$ cat config.mk
export PLATFORM = sky130hd
export DESIGN_NAME = nano_mem_arbiter
export DESIGN_NICKNAME = d
export VERILOG_FILES = /design/src/rtl/nano_mem_pkg.sv /design/src/rtl/nano_mem_wdt.sv /design/src/rtl/nano_mem_arbiter.sv
export SDC_FILE = /design/constraint.sdc
export NUM_CORES = 1
export LEC_CHECK = 0
export CAP_MARGIN = 20
export CORE_MARGIN = 2
export CORE_UTILIZATION = 39
export DETAILED_ROUTE_END_ITERATION = 6
export PLACE_DENSITY = 0.75
export SETUP_SLACK_MARGIN = 0.05
export SLEW_MARGIN = 10
export SYNTH_ARGS = -nofsm -noshare
export SYNTH_HDL_FRONTEND = slang
export SYNTH_HIERARCHICAL = 1
export SYNTH_SLANG_ARGS = --single-unit
$ cat constraint.sdc
create_clock -name clk_i -period 3.15 [get_ports clk_i]
set_input_delay 0.63 -clock clk_i [delete_from_list [all_inputs] [get_ports clk_i]]
set_output_delay 0.63 -clock clk_i [all_outputs]
set_load 0.005 [all_outputs]
$ cat src/rtl/nano_mem_pkg.sv
// nano_mem_pkg: shared types and defaults for the nano_rv32i memory arbiter.
package nano_mem_pkg;

   typedef enum logic [2:0] {
      IDLE,
      GRANT_I,
      GRANT_D,
      RESP_I,
      RESP_D
   } arb_state_e;

   typedef enum logic {
      GNT_I,
      GNT_D
   } grant_e;

   localparam logic [31:0] NOP_INSTR_DEFAULT = 32'h0000_0013;
   localparam logic [3:0]  FETCH_STROBE      = 4'hF;

endpackage

$ cat src/rtl/nano_mem_wdt.sv
// nano_mem_wdt: counts grant cycles without ack and flags the cycle that must abort.
module nano_mem_wdt #(
   parameter int unsigned TIMEOUT_CYCLES = 16
) (
   input  logic clk_i,
   input  logic rst_n_i,
   input  logic clr_i,
   input  logic run_i,
   output logic expired_o
);

   localparam int unsigned CW = (TIMEOUT_CYCLES > 1) ? $clog2(TIMEOUT_CYCLES) : 1;
   localparam logic [CW-1:0] LAST = CW'((TIMEOUT_CYCLES == 0) ? 0 : TIMEOUT_CYCLES - 1);

   logic [CW-1:0] cnt_q;

   always_ff @(posedge clk_i or negedge rst_n_i) begin
      if (!rst_n_i) begin
         cnt_q <= '0;
      end else if (clr_i) begin
         cnt_q <= '0;
      end else if (run_i) begin
         cnt_q <= cnt_q + 1'b1;
      end
   end

   // Fires during the TIMEOUT_CYCLES-th unacknowledged cycle so the abort lands on time.
   assign expired_o = (TIMEOUT_CYCLES != 0) && run_i && (cnt_q == LAST);

endmodule

$ cat src/rtl/nano_mem_arbiter.sv
// nano_mem_arbiter: shares one 32-bit memory port between fetch and data accesses.
// Define NANO_ARB_RR_EN for round-robin arbitration; otherwise data wins ties.
module nano_mem_arbiter
   import nano_mem_pkg::*;
#(
   parameter int unsigned TIMEOUT_CYCLES = 16,
   parameter logic [31:0] NOP_INSTR      = NOP_INSTR_DEFAULT
) (
   input  logic        clk_i,
   input  logic        rst_n_i,
   input  logic [31:0] i_addr_i,
   input  logic        i_rd_i,
   output logic [31:0] i_data_o,
   output logic        i_ready_o,
   input  logic [31:0] d_addr_i,
   input  logic [31:0] d_data_i,
   input  logic [3:0]  d_rd_i,
   input  logic [3:0]  d_we_i,
   output logic [31:0] d_data_o,
   output logic        d_ready_o,
   output logic        err_o,
   output logic        m_req_o,
   output logic [31:0] m_addr_o,
   output logic [31:0] m_data_o,
   output logic [3:0]  m_we_o,
   output logic [3:0]  m_rd_o,
   input  logic [31:0] m_data_i,
   input  logic        m_ack_i
);

   arb_state_e  state_q, state_d;
   grant_e      pick;
   logic        i_req, d_req, in_grant, expired;
   logic [31:0] addr_q, wdata_q, rdata_q;
   logic [3:0]  we_q, rd_q;
   logic        err_q;

   assign i_req    = i_rd_i;
   assign d_req    = (|d_rd_i) | (|d_we_i);
   assign in_grant = (state_q == GRANT_I) || (state_q == GRANT_D);

   nano_mem_wdt #(
      .TIMEOUT_CYCLES(TIMEOUT_CYCLES)
   ) u_wdt (
      .clk_i    (clk_i),
      .rst_n_i  (rst_n_i),
      .clr_i    (state_q == IDLE),
      .run_i    (in_grant && !m_ack_i),
      .expired_o(expired)
   );

`ifdef NANO_ARB_RR_EN
   grant_e last_grant_q;

   always_ff @(posedge clk_i or negedge rst_n_i) begin
      if (!rst_n_i) begin
         last_grant_q <= GNT_I;
      end else if (state_q == IDLE && (i_req || d_req)) begin
         last_grant_q <= pick;
      end
   end

   assign pick = (i_req && d_req) ? ((last_grant_q == GNT_I) ? GNT_D : GNT_I)
                                  : (d_req ? GNT_D : GNT_I);
`else
   assign pick = d_req ? GNT_D : GNT_I;
`endif

   always_ff @(posedge clk_i or negedge rst_n_i) begin
      if (!rst_n_i) begin
         state_q <= IDLE;
      end else begin
         state_q <= state_d;
      end
   end

   always_comb begin
      state_d = state_q;
      case (state_q)
         IDLE:    if (i_req || d_req) state_d = (pick == GNT_D) ? GRANT_D : GRANT_I;
         GRANT_I: if (m_ack_i || expired) state_d = RESP_I;
         GRANT_D: if (m_ack_i || expired) state_d = RESP_D;
         RESP_I:  state_d = IDLE;
         RESP_D:  state_d = IDLE;
         default: state_d = IDLE;
      endcase
   end

   // Requester inputs are sampled only at grant; the ack takes priority over the abort.
   always_ff @(posedge clk_i or negedge rst_n_i) begin
      if (!rst_n_i) begin
         addr_q  <= '0;
         wdata_q <= '0;
         we_q    <= '0;
         rd_q    <= '0;
         rdata_q <= '0;
         err_q   <= 1'b0;
      end else begin
         case (state_q)
            IDLE: begin
               if (state_d == GRANT_I) begin
                  addr_q  <= i_addr_i;
                  wdata_q <= '0;
                  we_q    <= '0;
                  rd_q    <= FETCH_STROBE;
               end else if (state_d == GRANT_D) begin
                  addr_q  <= d_addr_i;
                  wdata_q <= d_data_i;
                  we_q    <= d_we_i;
                  rd_q    <= d_rd_i;
               end
            end
            GRANT_I: begin
               if (m_ack_i) begin
                  rdata_q <= m_data_i;
                  err_q   <= 1'b0;
               end else if (expired) begin
                  rdata_q <= NOP_INSTR;
                  err_q   <= 1'b1;
               end
            end
            GRANT_D: begin
               if (m_ack_i) begin
                  rdata_q <= (|we_q) ? 32'd0 : m_data_i;
                  err_q   <= 1'b0;
               end else if (expired) begin
                  rdata_q <= '0;
                  err_q   <= 1'b1;
               end
            end
            default: ;
         endcase
      end
   end

   assign m_req_o   = in_grant;
   assign m_addr_o  = in_grant ? addr_q  : '0;
   assign m_data_o  = in_grant ? wdata_q : '0;
   assign m_we_o    = in_grant ? we_q    : '0;
   assign m_rd_o    = in_grant ? rd_q    : '0;
   assign i_ready_o = (state_q == RESP_I);
   assign d_ready_o = (state_q == RESP_D);
   assign i_data_o  = i_ready_o ? rdata_q : '0;
   assign d_data_o  = d_ready_o ? rdata_q : '0;
   assign err_o     = (i_ready_o | d_ready_o) & err_q;

endmodule

[Word level (Yosys, flattened, before mapping)]
Index checks and enable logic that the tools add are counted.
Cells by class
  $add $sub $neg: 1
  equality and inequality tests: 9
  mux-type cells: 30
  bitwise operators: 3
  reductions and logical operators: 18
Operators with widths (count)
  2-to-1 mux 32 bit: 13
  one-hot mux 32 bit (2 select lines): 1
  2-to-1 mux 4 bit: 8
  OR reduction 4 bit: 3
  == test 3 x 2 -> 1 bit, second input constant: 3
  2-to-1 mux 3 bit: 3
  one-hot mux 3 bit (3 select lines): 1
  nonzero test 2 bit: 4
  == test 3 x 1 -> 1 bit, second input constant: 2
  inequality test 3 bit, second input constant: 2
  adder 4 x 1 -> 4 bit, second input constant: 1
  == test 4 bit, second input constant: 1
  AND reduction 2 bit: 2
  == test 3 bit, second input constant: 1
  zero test 3 bit: 1
  logical OR 1 bit: 3
  2-to-1 mux 1 bit: 3
  AND reduction 3 bit: 1
  logical AND 1 bit: 2
  2-to-1 mux 2 bit: 1
  OR 1 bit: 2
  OR reduction 2 bit: 1
  bitwise AND 1 bit: 1
  zero test 1 bit: 1
Storage, ports and cells
  register bits: 112
  input bits: 140
  output and inout port bits: 140
  logic and storage cells: 69

[Logic depth before layout (Yosys ltp)]
  depth in word-level cells: 10
  depth in mapped cells: 9
  depth with buffers taken out: 6

[Cells and area by module]
The synthesis kept the hierarchy.
Modules (own cells, without submodules)
  nano_mem_arbiter: times used 1, cells an instance 621, area an instance 6084.6 µm², sequential area each 2702.6 µm²
  nano_mem_wdt: times used 1, cells an instance 18, area an instance 227.7 µm², sequential area each 100.1 µm²

[Least setup slack after synthesis]
Ideal clock, no wire load.
  kind: reg2reg
  from: register state_q[1]
  to: register rdata_q[10]
  setup time: 0.121 ns
  data arrival time: 2.192 ns
  data required time: 3.029 ns
  path slack: 0.837 ns
  stages on the path, launching flop included: 10
  path buffers: 4
  clock period less this slack: 2.313 ns
  cells stage by stage: dfrtp_1 -> clkbuf_1 -> xor2_1 -> clkbuf_1 -> and3_1 -> buf_6 -> and4_1 -> o211ai_1 -> clkbuf_1 -> a22o_1
On the way
  cells in the longest elaborated chain, start to end: 6
  elaborated cells on any way between the ends: 10
  those cells by class: eq/ne (4); mux (1); reduce/logical (5)
Ends and longest elaborated chain
  start, declared: RTL line nano_mem_arbiter.sv:31  | arb_state_e state_q, state_d;
  start signal, assigned: RTL line nano_mem_arbiter.sv:73  | state_q <= state_d;
  == test 3 x 1 -> 1 bit / == test 3 x 2 -> 1 bit (equally long branches): RTL line nano_mem_arbiter.sv:40  | assign in_grant = (state_q == GRANT_I) || (state_q == GRANT_D);
  logical OR 1 bit *: RTL line nano_mem_arbiter.sv:40
  logical AND 1 bit *: RTL line nano_mem_arbiter.sv:48  | .run_i (in_grant && !m_ack_i),
  logical AND 1 bit *: RTL line nano_mem_wdt.sv:28  | assign expired_o = (TIMEOUT_CYCLES != 0) && run_i && (cnt_q == LAST);
  net expired: RTL line nano_mem_arbiter.sv:33  | logic i_req, d_req, in_grant, expired;
  inequality test 3 bit (no source line)
  AND reduction 3 bit (no source line) *
  end signal, assigned: RTL line nano_mem_arbiter.sv:115  | rdata_q <= m_data_i;
  end signal, assigned: RTL line nano_mem_arbiter.sv:124  | rdata_q <= (|we_q) ? 32'd0 : m_data_i;
  end, declared: RTL line nano_mem_arbiter.sv:34  | logic [31:0] addr_q, wdata_q, rdata_q;
Mark *: on every way through the listed nets, which the timed path passes. The rest lies on a longest branch.
A chain may end at the register's enable or synchronous reset.

[Final worst setup path]
  from: register state_q[0]
  to: output m_addr_o[29]
On the way
  cells in the longest elaborated chain, start to end: 3
  elaborated cells on any way between the ends: 4
  those cells by class: eq/ne (2); mux (1); reduce/logical (1)
Ends and longest elaborated chain
  == test 3 x 1 -> 1 bit / == test 3 x 2 -> 1 bit (equally long branches): RTL line nano_mem_arbiter.sv:40
  logical OR 1 bit *: RTL line nano_mem_arbiter.sv:40
  2-to-1 mux 32 bit *: RTL line nano_mem_arbiter.sv:137  | assign m_addr_o = in_grant ? addr_q : '0;
  end, declared: RTL line nano_mem_arbiter.sv:23  | output logic [31:0] m_addr_o,
Mark *: on every way between the ends. The rest lies on a longest branch, timed or not.

==> out/qor.txt <==
synth cell count leaders = dfrtp_1 (112), and3_1 (74), a22o_1 (68), and2_1 (65), clkbuf_1 (53)
top cell type by total area after synthesis = dfrtp_1
DP HPWL = 14300 um
Final Total Pwr = 5.31 mW
final instance area = 0.00956 mm^2
worst-skew pair later-pin latency = 0.35 ns
Setup Buffers After CTS = 0
Final Net Count = 1013
unrepaired setup endpoints after global routing = false
Synth async-reset ratio = 100%
synth unique cells = 45
outcome = finished, final reports clean
Std-Cell Core Area = 0.0158 mm^2
P_sw = 1.67 mW
Fin. Hold Viols = 0
critical path data required time = 2.52 ns
Setup TNS = 0 ns
worst hold slack = 0.326 ns
crit path kind = reg -> out
H-tree depth = 3
worst r2r src = state_q[0]
Max-Slew Margin vs Limit = 50.1%
first drt pass iteration count = 5
Rows = 46
ratio of cells with drive above 1 in the final layout = 6.05%
clock tree root buffer cell = clkbuf_16
DRT iter0 DRCs = 369
vias in the first global route = 5916
I/O pin count = 280
sequential power share = 41.1%
global route total overflow = 0
most frequent cell after synthesis = dfrtp_1
fillers = 1310
CTS hold repair buffers = 0
syn_nets = 780
Pwr per Cell Area = 556 mW/mm^2
DR vias/cell = 5.65
Worst Setup End Kind = output port
Max Cap Viol = 0
worst-margin pin slew = 0.748 ns
Cells after Synth = 639
first-pass GRT wire length = 32600 um
initial core utilization = 39.9%
I/O Buffers = 279
worst min path class = in -> async
Critical Path Start = state_q[0]
peak supply drop = 290 uV
crit path DAT = 2.35 ns
# clock sinks = 112
post-synthesis sequential area ratio = 44.4%
DRT Wirelength = 20300 um
fin crit period = 2.98 ns
Internal = 3.64 mW
top-area cell type share of the netlist area = 44.4%
area post-placement = 0.00924 mm^2
CP Launch Type = flop
Max Clock Skew = 0.0102 ns
warnings from Yosys = 6
CTS Buf Count = 9
Inserted Diodes = 0
Tot GR Track Use = 23.3%
crit share post-route = 94.7%
DIE AREA = 0.0172 mm^2
wire per inst = 18.6 um
CTS tree = built
Avg Inst Size Synth = 9.88 um^2
final slew viol count = 0
Setup-failing EPs final = 0
gp weighted congestion = 0.842
Netlist Area Pre-Place = 0.00631 mm^2
sw frac = 31.4%
Chip Width = 131 um
antenna viol nets, final = 0
dpl ws = 0.236 ns
Clock power frac = 22.0%
largest net degree at the start of global routing = 69
#FFs+latches synth = 112
Leak Pwr = 4.06 nW
drt drc = 0
ranking of synthesized cells by area = dfrtp_1 (44%), a22o_1 (9.4%), and3_1 (7.3%), and2_1 (6.4%), a32oi_1 (4.4%)
power share of the combinational group = 36.9%
clk slew on worst S/H paths = 0.08 ns
initial antenna violation count = 0
crit path max fanout = 17
Post-synth EDFFs = 0
f_max = 335 MHz
main flop type after synthesis = dfrtp_1
final worst slack = 0.165 ns
Area Overhead vs Synth = 51.4%
via count = 6174
Clock Tree Buf Depth = 2
die height = 131 um
==> power by group through the flow <==
stage                     registers, mW  logic [mW]  clock network [mW]
final                              2.18        1.96                1.17
after global placement             2.17        1.92                   0
after global routing               2.24        2.12                1.25
after CTS                          2.18        1.98                1.19
after detailed placement           2.20        1.96                   0
after floorplan                    2.08        1.05                   0
==> layout by cell type (no fill, tap or decap), drive strengths merged, types with 2 or more instances in the layout <==
cell	instances
nor3	3
mux2	2
a32oi	32
xor2	2
nor2	4
clkdlybuf4s50	277
nor2b	33
dfrtp	112
inv	4
nand2	32
and3	74
or4	34
clkinv	4
nand3	32
a21oi	3
o211ai	33
nor4	3
or4b	2
buf	22
clkbuf	9
and2	65
a31oi	2
o32ai	2
nand2b	4
a22o	68
o22a	4
==> stage by stage <==
step           instances  util [%]
2_1_floorplan        639         -
3_3_place_gp        1076      58.4
3_5_place_dp        1076      58.4
4_1_cts             1092      60.4
5_1_grt             1092      60.4
6_report            1092      60.4
==> worst paths after layout <==
path	to	slack (ns)	cells past startpoint
min in group clk_i	wdata_q[31]	0.50	1
max	m_addr_o[29]	0.17	4
min reg2reg	wdata_q[31]	0.50	1
max in group asynchronous	rdata_q[11]	2.06	2
min	wdata_q[11]	0.33	1
max reg2reg	rdata_q[0]	0.59	6
==> kinds of logic (layout without fill, tap and decap cells) <==
group / after synthesis / count (layout) / synth area share [%]
AO/OA/AOI/OAI: 149 / 149 / 20.0
XOR/XNOR: 2 / 3 / 0.278
adder cells (fa/ha/maj): 1 / 1 / 0.198
buffers and inverters: 81 / 317 / 6.34
flip-flops: 112 / 112 / 44.4
multiplexers: 3 / 3 / 0.575
AND/OR/NAND/NOR: 291 / 291 / 28.2
==> layer usage <==
metal  vias up  global-route usage [%]  share of wire, %
met3        41                    4.21               7.1
li1       2852                       -                 -
met1      2958                    30.6                42
met4         0                    9.24               3.2
met2       323                    38.4                48
met5         -                       0                 0
==> worst max-delay path: stages (launching register included) <==
cell and delay, ns:
dfrtp_1 0.67, xor2_4 0.33, buf_4 0.28, and3_1 0.21, clkdlybuf4s50_1 0.52
==> state kept, by name (all words and copies together), names as in the netlist <==
| register | cells |
|---|---|
| wdata_q | 32 |
| addr_q | 32 |
| we_q | 4 |
| state_q | 3 |
| u_wdt/cnt_q | 4 |
| rd_q | 4 |
| err_q | 1 |
| rdata_q | 32 |
==> layout make-up <==
class	instances	area (um^2)	share of cell area [%]
clock buffers	9	225	2.36
clock inverters	6	76.3	0.799
inverters	3	11.3	0.118
multi-input cells	447	3180	33.3
flip-flops and latches	112	2800	29.3
well taps	216	270	2.83
repair buffers	299	2990	31.2
==> repair_timing <==
item	CTS	global route
pin swaps	1	0
gates cloned	1	0
endpoints found under the setup margin	12	1
resized for setup	0	1
Note: power is estimated with default switching activity, not from simulation.
